## src/rtl/pim_pkg.sv

```systemverilog
// Shared PIM definitions: activation frame geometry and loader FSM encoding.
package pim_pkg;

  localparam int ACT_WORDS  = 9;   // 32-bit words per activation frame (288 bits)
  localparam int ACT_WORD_W = 32;  // activation word width
  localparam int ACT_CNT_W  = 8;   // width of the buffer slot index bus
  localparam int ACT_IDX_W  = 4;   // internal word index width

  typedef enum logic [1:0] {
    ST_IDLE = 2'd0,
    ST_LOAD = 2'd1,
    ST_FIRE = 2'd2,
    ST_DONE = 2'd3
  } act_state_e;

  // True when idx addresses the final word of an n-word frame.
  function automatic logic idx_is_last(input logic [ACT_IDX_W-1:0] idx,
                                       input int unsigned          n);
    return ({28'd0, idx} == (n - 32'd1));
  endfunction

endpackage

```

## src/rtl/activation_loader.sv

```systemverilog
// Activation loader: streams NUM_WORDS upstream words into the activation
// buffer, then fires one frame-complete pulse once the PIM macro is free.
module activation_loader
  import pim_pkg::*;
#(
  parameter int NUM_WORDS = ACT_WORDS,
  parameter int WORD_W    = ACT_WORD_W
) (
  input  logic                 i_clk,
  input  logic                 i_rst,
  input  logic                 i_start,
  input  logic                 i_abort,
  input  logic                 i_wvalid,
  input  logic [WORD_W-1:0]    i_wdata,
  output logic                 o_wready,
  input  logic                 i_pim_busy,
  output logic                 o_activation_in_en,
  output logic [ACT_CNT_W-1:0] o_counter,
  output logic [WORD_W-1:0]    o_data,
  output logic                 o_activation_out_en,
  output logic                 o_busy,
  output logic                 o_done
);

  act_state_e           state_r;
  act_state_e           state_nxt_s;
  logic [ACT_IDX_W-1:0] idx_r;
  logic                 accept_s;
  logic                 last_s;
  logic                 in_en_nxt_s;
  logic                 out_en_nxt_s;
  logic                 done_nxt_s;

  // Ready and busy are pure functions of state so upstream sees them early.
  assign o_wready = (state_r == ST_LOAD);
  assign o_busy   = (state_r != ST_IDLE);

  // An abort in the same cycle as a word kills that word.
  assign accept_s = i_wvalid & o_wready & ~i_abort;
  assign last_s   = idx_is_last(idx_r, NUM_WORDS);

  // State register.
  always_ff @(posedge i_clk or posedge i_rst) begin
    if (i_rst) begin
      state_r <= ST_IDLE;
    end else begin
      state_r <= state_nxt_s;
    end
  end

  // Next-state logic; abort wins over everything, including start.
  always_comb begin
    state_nxt_s = state_r;
    case (state_r)
      ST_IDLE: begin
        if (i_abort)      state_nxt_s = ST_IDLE;
        else if (i_start) state_nxt_s = ST_LOAD;
        else              state_nxt_s = ST_IDLE;
      end
      ST_LOAD: begin
        if (i_abort)                state_nxt_s = ST_IDLE;
        else if (accept_s && last_s) state_nxt_s = ST_FIRE;
        else                        state_nxt_s = ST_LOAD;
      end
      ST_FIRE: begin
        if (i_abort)          state_nxt_s = ST_IDLE;
        else if (!i_pim_busy) state_nxt_s = ST_DONE;
        else                  state_nxt_s = ST_FIRE;
      end
      ST_DONE: begin
        state_nxt_s = ST_IDLE;
      end
      default: begin
        state_nxt_s = ST_IDLE;
      end
    endcase
  end

  // Pulse decode for the registered strobes; abort suppresses every pulse.
  always_comb begin
    in_en_nxt_s  = 1'b0;
    out_en_nxt_s = 1'b0;
    done_nxt_s   = 1'b0;
    case (state_r)
      ST_LOAD: in_en_nxt_s  = accept_s;
      ST_FIRE: out_en_nxt_s = ~i_pim_busy & ~i_abort;
      ST_DONE: done_nxt_s   = ~i_abort;
      default: begin
        in_en_nxt_s  = 1'b0;
        out_en_nxt_s = 1'b0;
        done_nxt_s   = 1'b0;
      end
    endcase
  end

  // Registered strobes to the buffer and the done pulse.
  always_ff @(posedge i_clk or posedge i_rst) begin
    if (i_rst) begin
      o_activation_in_en  <= 1'b0;
      o_activation_out_en <= 1'b0;
      o_done              <= 1'b0;
    end else begin
      o_activation_in_en  <= in_en_nxt_s;
      o_activation_out_en <= out_en_nxt_s;
      o_done              <= done_nxt_s;
    end
  end

  // Word index: cleared on start or abort, advances per word, parks on the last slot.
  always_ff @(posedge i_clk or posedge i_rst) begin
    if (i_rst) begin
      idx_r <= 4'd0;
    end else if (i_abort) begin
      idx_r <= 4'd0;
    end else if ((state_r == ST_IDLE) && i_start) begin
      idx_r <= 4'd0;
    end else if (accept_s && !last_s) begin
      idx_r <= idx_r + 4'd1;
    end else begin
      idx_r <= idx_r;
    end
  end

  // Data and slot index only change with an accepted word, so they hold otherwise.
  always_ff @(posedge i_clk or posedge i_rst) begin
    if (i_rst) begin
      o_data    <= '0;
      o_counter <= 8'd0;
    end else if (accept_s) begin
      o_data    <= i_wdata;
      o_counter <= {{(ACT_CNT_W-ACT_IDX_W){1'b0}}, idx_r};
    end else begin
      o_data    <= o_data;
      o_counter <= o_counter;
    end
  end

endmodule

```

## config.mk

```make
export PLATFORM = sky130hd
export DESIGN_NAME = activation_loader
export DESIGN_NICKNAME = d
export VERILOG_FILES = /design/src/rtl/pim_pkg.sv /design/src/rtl/activation_loader.sv
export SDC_FILE = /design/constraint.sdc
export NUM_CORES = 1
export LEC_CHECK = 0
export CAP_MARGIN = 5
export CORE_MARGIN = 2
export CORE_UTILIZATION = 44
export DETAILED_ROUTE_END_ITERATION = 7
export GPL_TIMING_DRIVEN = 0
export PLACE_DENSITY = 0.87
export SYNTH_ARGS = -nofsm -noshare
export SYNTH_HDL_FRONTEND = slang
export SYNTH_SLANG_ARGS = --single-unit
```

## constraint.sdc

```tcl
create_clock -name i_clk -period 3.72 [get_ports i_clk]
set_input_delay 0.558 -clock i_clk [delete_from_list [all_inputs] [get_ports i_clk]]
set_output_delay 0.558 -clock i_clk [all_outputs]
set_load 0.005 [all_outputs]
```

Word level (Yosys, flattened, before mapping)
Cells that the tools add are included.

storage, ports and cells
  register bits = 45
  input port bits = 38
  output and inout bits = 45

operators by class
  add/sub/neg operators = 1
  equality and inequality tests = 4
  muxes and demuxes = 13
  bitwise gates (word level) = 5
  reduce and logical (&&, ||, !) cells = 7

operators by type and width
  cell                   count
  $mux W4                3
  $pmux W2 S4            1
  $mux W1                6
  $mux W2                3
  $add A4 B1 Y4 const B  1
  $eq A2 B2 Y1 const B   2
  $eq A4 B4 Y1 const B   1
  $and A1 B1 Y1          3
  $logic_and A1 B1 Y1    3
  $reduce_bool A3 Y1     1
  $eq A2 B1 Y1 const B   1
  $logic_not A2 Y1       1
  $not A1 Y1             2
  $reduce_bool A2 Y1     1
  $logic_not A1 Y1       1

Longest topological paths before layout
  depth after elaboration = 7
  gate-level depth with buffers = 6

Worst setup path before layout
No wires, ideal clock.

  kind = input -> register
  start point = in i_abort
  end point = reg idx_r[2]
  arrival time = 1.445 ns
  setup slack = 2.197 ns
  stages = 4
  path buffers = 1
  cells stage by stage = nand4bb_1 -> buf_2 -> or4_1 -> a21oi_1

on the way
  longest elaborated chain between the ends = 4
  elaborated cells on any way between the ends = 5
  those cells by class = 1 x mux; 2 x bitwise; 2 x reduce/logical

ends and longest elaborated chain
  what                          RTL line                  text
  start: declaration            activation_loader.sv:12   input logic i_abort,
  $not A1 Y1                    activation_loader.sv:39   assign accept_s = i_wvalid & o_wready & ~i_abort;
  $and A1 B1 Y1                 activation_loader.sv:39
  $logic_and A1 B1 Y1           activation_loader.sv:117  end else if (accept_s && !last_s) begin
  $reduce_bool A3 Y1 (no line)  -
  end signal: assignment        activation_loader.sv:118  idx_r <= idx_r + 4'd1;
  end signal: assignment        activation_loader.sv:120  idx_r <= idx_r;
  end: declaration              activation_loader.sv:27   logic [ACT_IDX_W-1:0] idx_r;

Parallel ways exist; a longest one is shown, timed or not.
A chain may end at the register's enable or synchronous reset.

Worst setup path after layout
  start point = reg state_r[1]
  end point = out o_busy

on the way
  longest elaborated chain between the ends = 1

ends and longest elaborated chain
  what                      RTL line                 text
  start: declaration        activation_loader.sv:25  act_state_e state_r;
  start signal: assignment  activation_loader.sv:47  state_r <= state_nxt_s;
  $reduce_bool A2 Y1        activation_loader.sv:36  assign o_busy = (state_r != ST_IDLE);
  end: declaration          activation_loader.sv:21  output logic o_busy,

Every way passes these cells.

==> run_results.csv <==
group,metric,value,unit
run_status,status,"completed",
global_route,grt_max_degree,36,
route,route.detailed.drc,0,
synthesis,yosysSeqAreaShare,62.2,%
power,p_int,0.00102,W
final_layout,final_util,70.4,%
setup_path,path_cells,"or2_2 -> clkdlybuf4s50_1",
setup_path,cpPeakStageDelay,0.45,ns
die,core,0.00397,mm2
clock_tree,cts_num_sinks,45,
final_layout,final_cell_mix,"nand2_1, clkdlybuf4s50_1, dfrtp_1",
final_layout,syn_to_final_growth,54.5,%
synthesis,synth_fa_ha_area_share,1.38,%
final_layout,antennaDiodeCount,0,
setup_path,cp_data_arrival_time,1.50,ns
sta,worst_slack,1.66,ns
setup_path,cp.required,3.16,ns
route,num_vias,1587,
synthesis,synth_top_family_by_area,"simple AND/OR/NAND/NOR gates",
clock_tree,root_buffer,"clkbuf_8",
flow_run,cap_violations,0,
synthesis,avgSynthCellArea,9.05,um2
route,viasPerCell,4.67,
die,die_y,68.1,um
synthesis,synth.distinct_cells,24,
power,p_clk_share,26.4,%
clock_tree,cts_tree,"built",
route,first_pass_iters,4,
die,initial_utilization,45.6,%
setup_path,worstSetupPathType,"reg -> out",
final_layout,n_fill_cell,337,
global_route,grt_pass1_wl,6.46,mm
clock_tree,clockBufferDepth,2,
route,wl,4.03,mm
global_route,overflow,0,
synthesis,syn-instance-count,200,
power,switching_share,24.3,%
sta,setup-tns-final,0,ns
clock_tree,numCtsBuffers,5,
final_layout,nets,329,
power,power,0.00135,W
route,wire_per_inst,11.9,um
power,power.leakage,1.37,nW
die,die-area,0.00464,mm2
power,p_comb_share,26.8,%
sta,slew_headroom,63.3,%
clock_tree,cts.clk_slew.worst_paths,0.08,ns
placement,io_buffers,78,
synthesis,synthSimpleGateAreaFrac,26.6,%
placement,place_area,0.00268,mm2
final_layout,ff_latch_area,0.00113,mm2
final_layout,mostFrequentLayoutCell,"nand2_1",
die,fp.dieW,68.1,um
final_layout,multi_input_area,603,um2
sta,hold_violations,0,
die,rows,23,
clock_tree,post_cts_resized,0,
synthesis,muxShareOfSynthArea,0,%
sta,layout_min_cycle_time,2.06,ns
placement,gp_congestion,0.794,
sta,clock.fmax,485,MHz
synthesis,synth_area,0.00181,mm2
power,seqPwrFrac,46.8,%
setup_path,worstPathMaxFanout,8,
final_layout,drive_gt1_share,6.90,%
route,antenna_left,0,
sta,min_period_over_period,55.5,%
power,ir_drop,0.359,mV
setup_path,critPathLaunchType,"register",
global_route,grt_usage,18.5,%
sta,skew,0.00639,ns
sta,slew_violations,0,
synthesis,synth_warnings,0,
power,power.switching,0.000328,W
placement,place_ws,1.62,ns
synthesis,ys_seq_elements,45,
global_route,grt_pass1_vias,1499,
route,drt-initial-drc-count,75,
setup_path,end_kind,"output pin",
sta,max_slew.worst_pin.slew,0.545,ns
power,power.density,482,mW/mm2
sta,setup_violations,0,
setup_path,crit_path_top_delay_cell,"dfrtp_1",
clock_tree,cts_setup_buffers,0,
synthesis,synth_xor_area_share,0,%
synthesis,synth_compound_area_share,4.56,%
clock_tree,ctsHoldBuffers,0,
die,io-pin-count,83,
clock_tree,cts-htree-levels,2,
placement,dp_hpwl,3.09,mm
final_layout,postLayoutCellArea,0.00280,mm2
global_route,antenna_found_initial,0,
min_path,hold_class,"reg -> reg",
sta,grt_setup_unrepaired,"no",
clock_tree,clk_latency,0.29,ns
routing by layer:
layer  GRT usage, %  vias up  part of all wire (%)
met3           4.28        2                   5.3
met2           32.8       48                    52
li1               -      796                     -
met1           22.8      741                    42
met5              0        -                     0
met4           4.75        0                  0.32
through the flow:
step,hold WS [ns],cells
3_5_place_dp,0.462,332
2_1_floorplan,0.470,203
6_report,0.478,340
4_1_cts,0.482,340
3_3_place_gp,0.457,331
5_1_grt,0.501,340
cell families (layout without fill, tap and decap cells):
kind of cell / count (synthesis) / count (layout)
simple gates: 118 / 118
flops: 45 / 45
buf+inv: 19 / 106
compound gates: 15 / 15
fa+ha+maj: 2 / 2
other cells: 1 / 4
registers in the layout, indices dropped and copies added (netlist names):
name                 cells
o_activation_out_en      1
state_r                  2
idx_r                    4
o_data                  32
o_activation_in_en       1
o_done                   1
o_counter                4
power groups by stage:
stage | Sequential [W] | Clock, W | Combinational [W]
6_report | 0.000631 | 0.000356 | 0.000362
5_1_grt | 0.000641 | 0.000388 | 0.000407
4_1_cts | 0.000631 | 0.000368 | 0.000368
3_5_place_dp | 0.000641 | 0 | 0.000367
3_3_place_gp | 0.000637 | 0 | 0.000354
2_1_floorplan | 0.000649 | 0 | 0.0000973
path summary, 6_finish.rpt:
check | start | end | slack, ns | cells past startpoint
min | o_counter[2] | o_counter[2] | 0.48 | 2
min in group asynchronous | i_rst | o_activation_out_en | 0.53 | 2
max | state_r[1] | o_busy | 1.66 | 2
max in group asynchronous | i_rst | o_counter[2] | 2.75 | 3
min reg2reg | o_counter[2] | o_counter[2] | 0.48 | 2
max reg2reg | idx_r[0] | idx_r[2] | 2.22 | 5
critical path: cells and delay by family (launching register included):
| family | cells | cell delay [ns] |
|---|---|---|
| simple gates | 1 | 0.33 |
| buf+inv | 1 | 0.45 |
| flops | 1 | 0.45 |
layout make-up:
class | count | share of cell area (%)
plain buffers | 12 | 2.33
flip-flops and latches | 45 | 40.3
inverters | 7 | 0.940
repair buffers | 79 | 28.6
clock buffers | 6 | 2.60
clock inverters | 2 | 1.39
well taps | 50 | 2.24
multi-input cells | 139 | 21.6
cells in the mapped netlist, drive strengths merged:
master / count / area (um2)
or2: 1 / 6.26
nand3b: 2 / 15.0
a21oi: 5 / 25.0
o21ai: 8 / 40.0
nor2b: 1 / 6.26
dfrtp: 45 / 1130
ha: 2 / 25.0
and3: 1 / 6.26
conb: 1 / 3.75
a31o: 1 / 8.76
nor2: 2 / 7.51
or3: 1 / 6.26
a2111oi: 1 / 8.76
nand4bb: 1 / 11.3
clkbuf: 2 / 7.51
and3b: 1 / 8.76
inv: 7 / 26.3
buf: 10 / 57.6
or4: 1 / 7.51
nand2: 104 / 390
nand3: 3 / 15.0
Note: power is estimated with default switching activity, not from simulation.
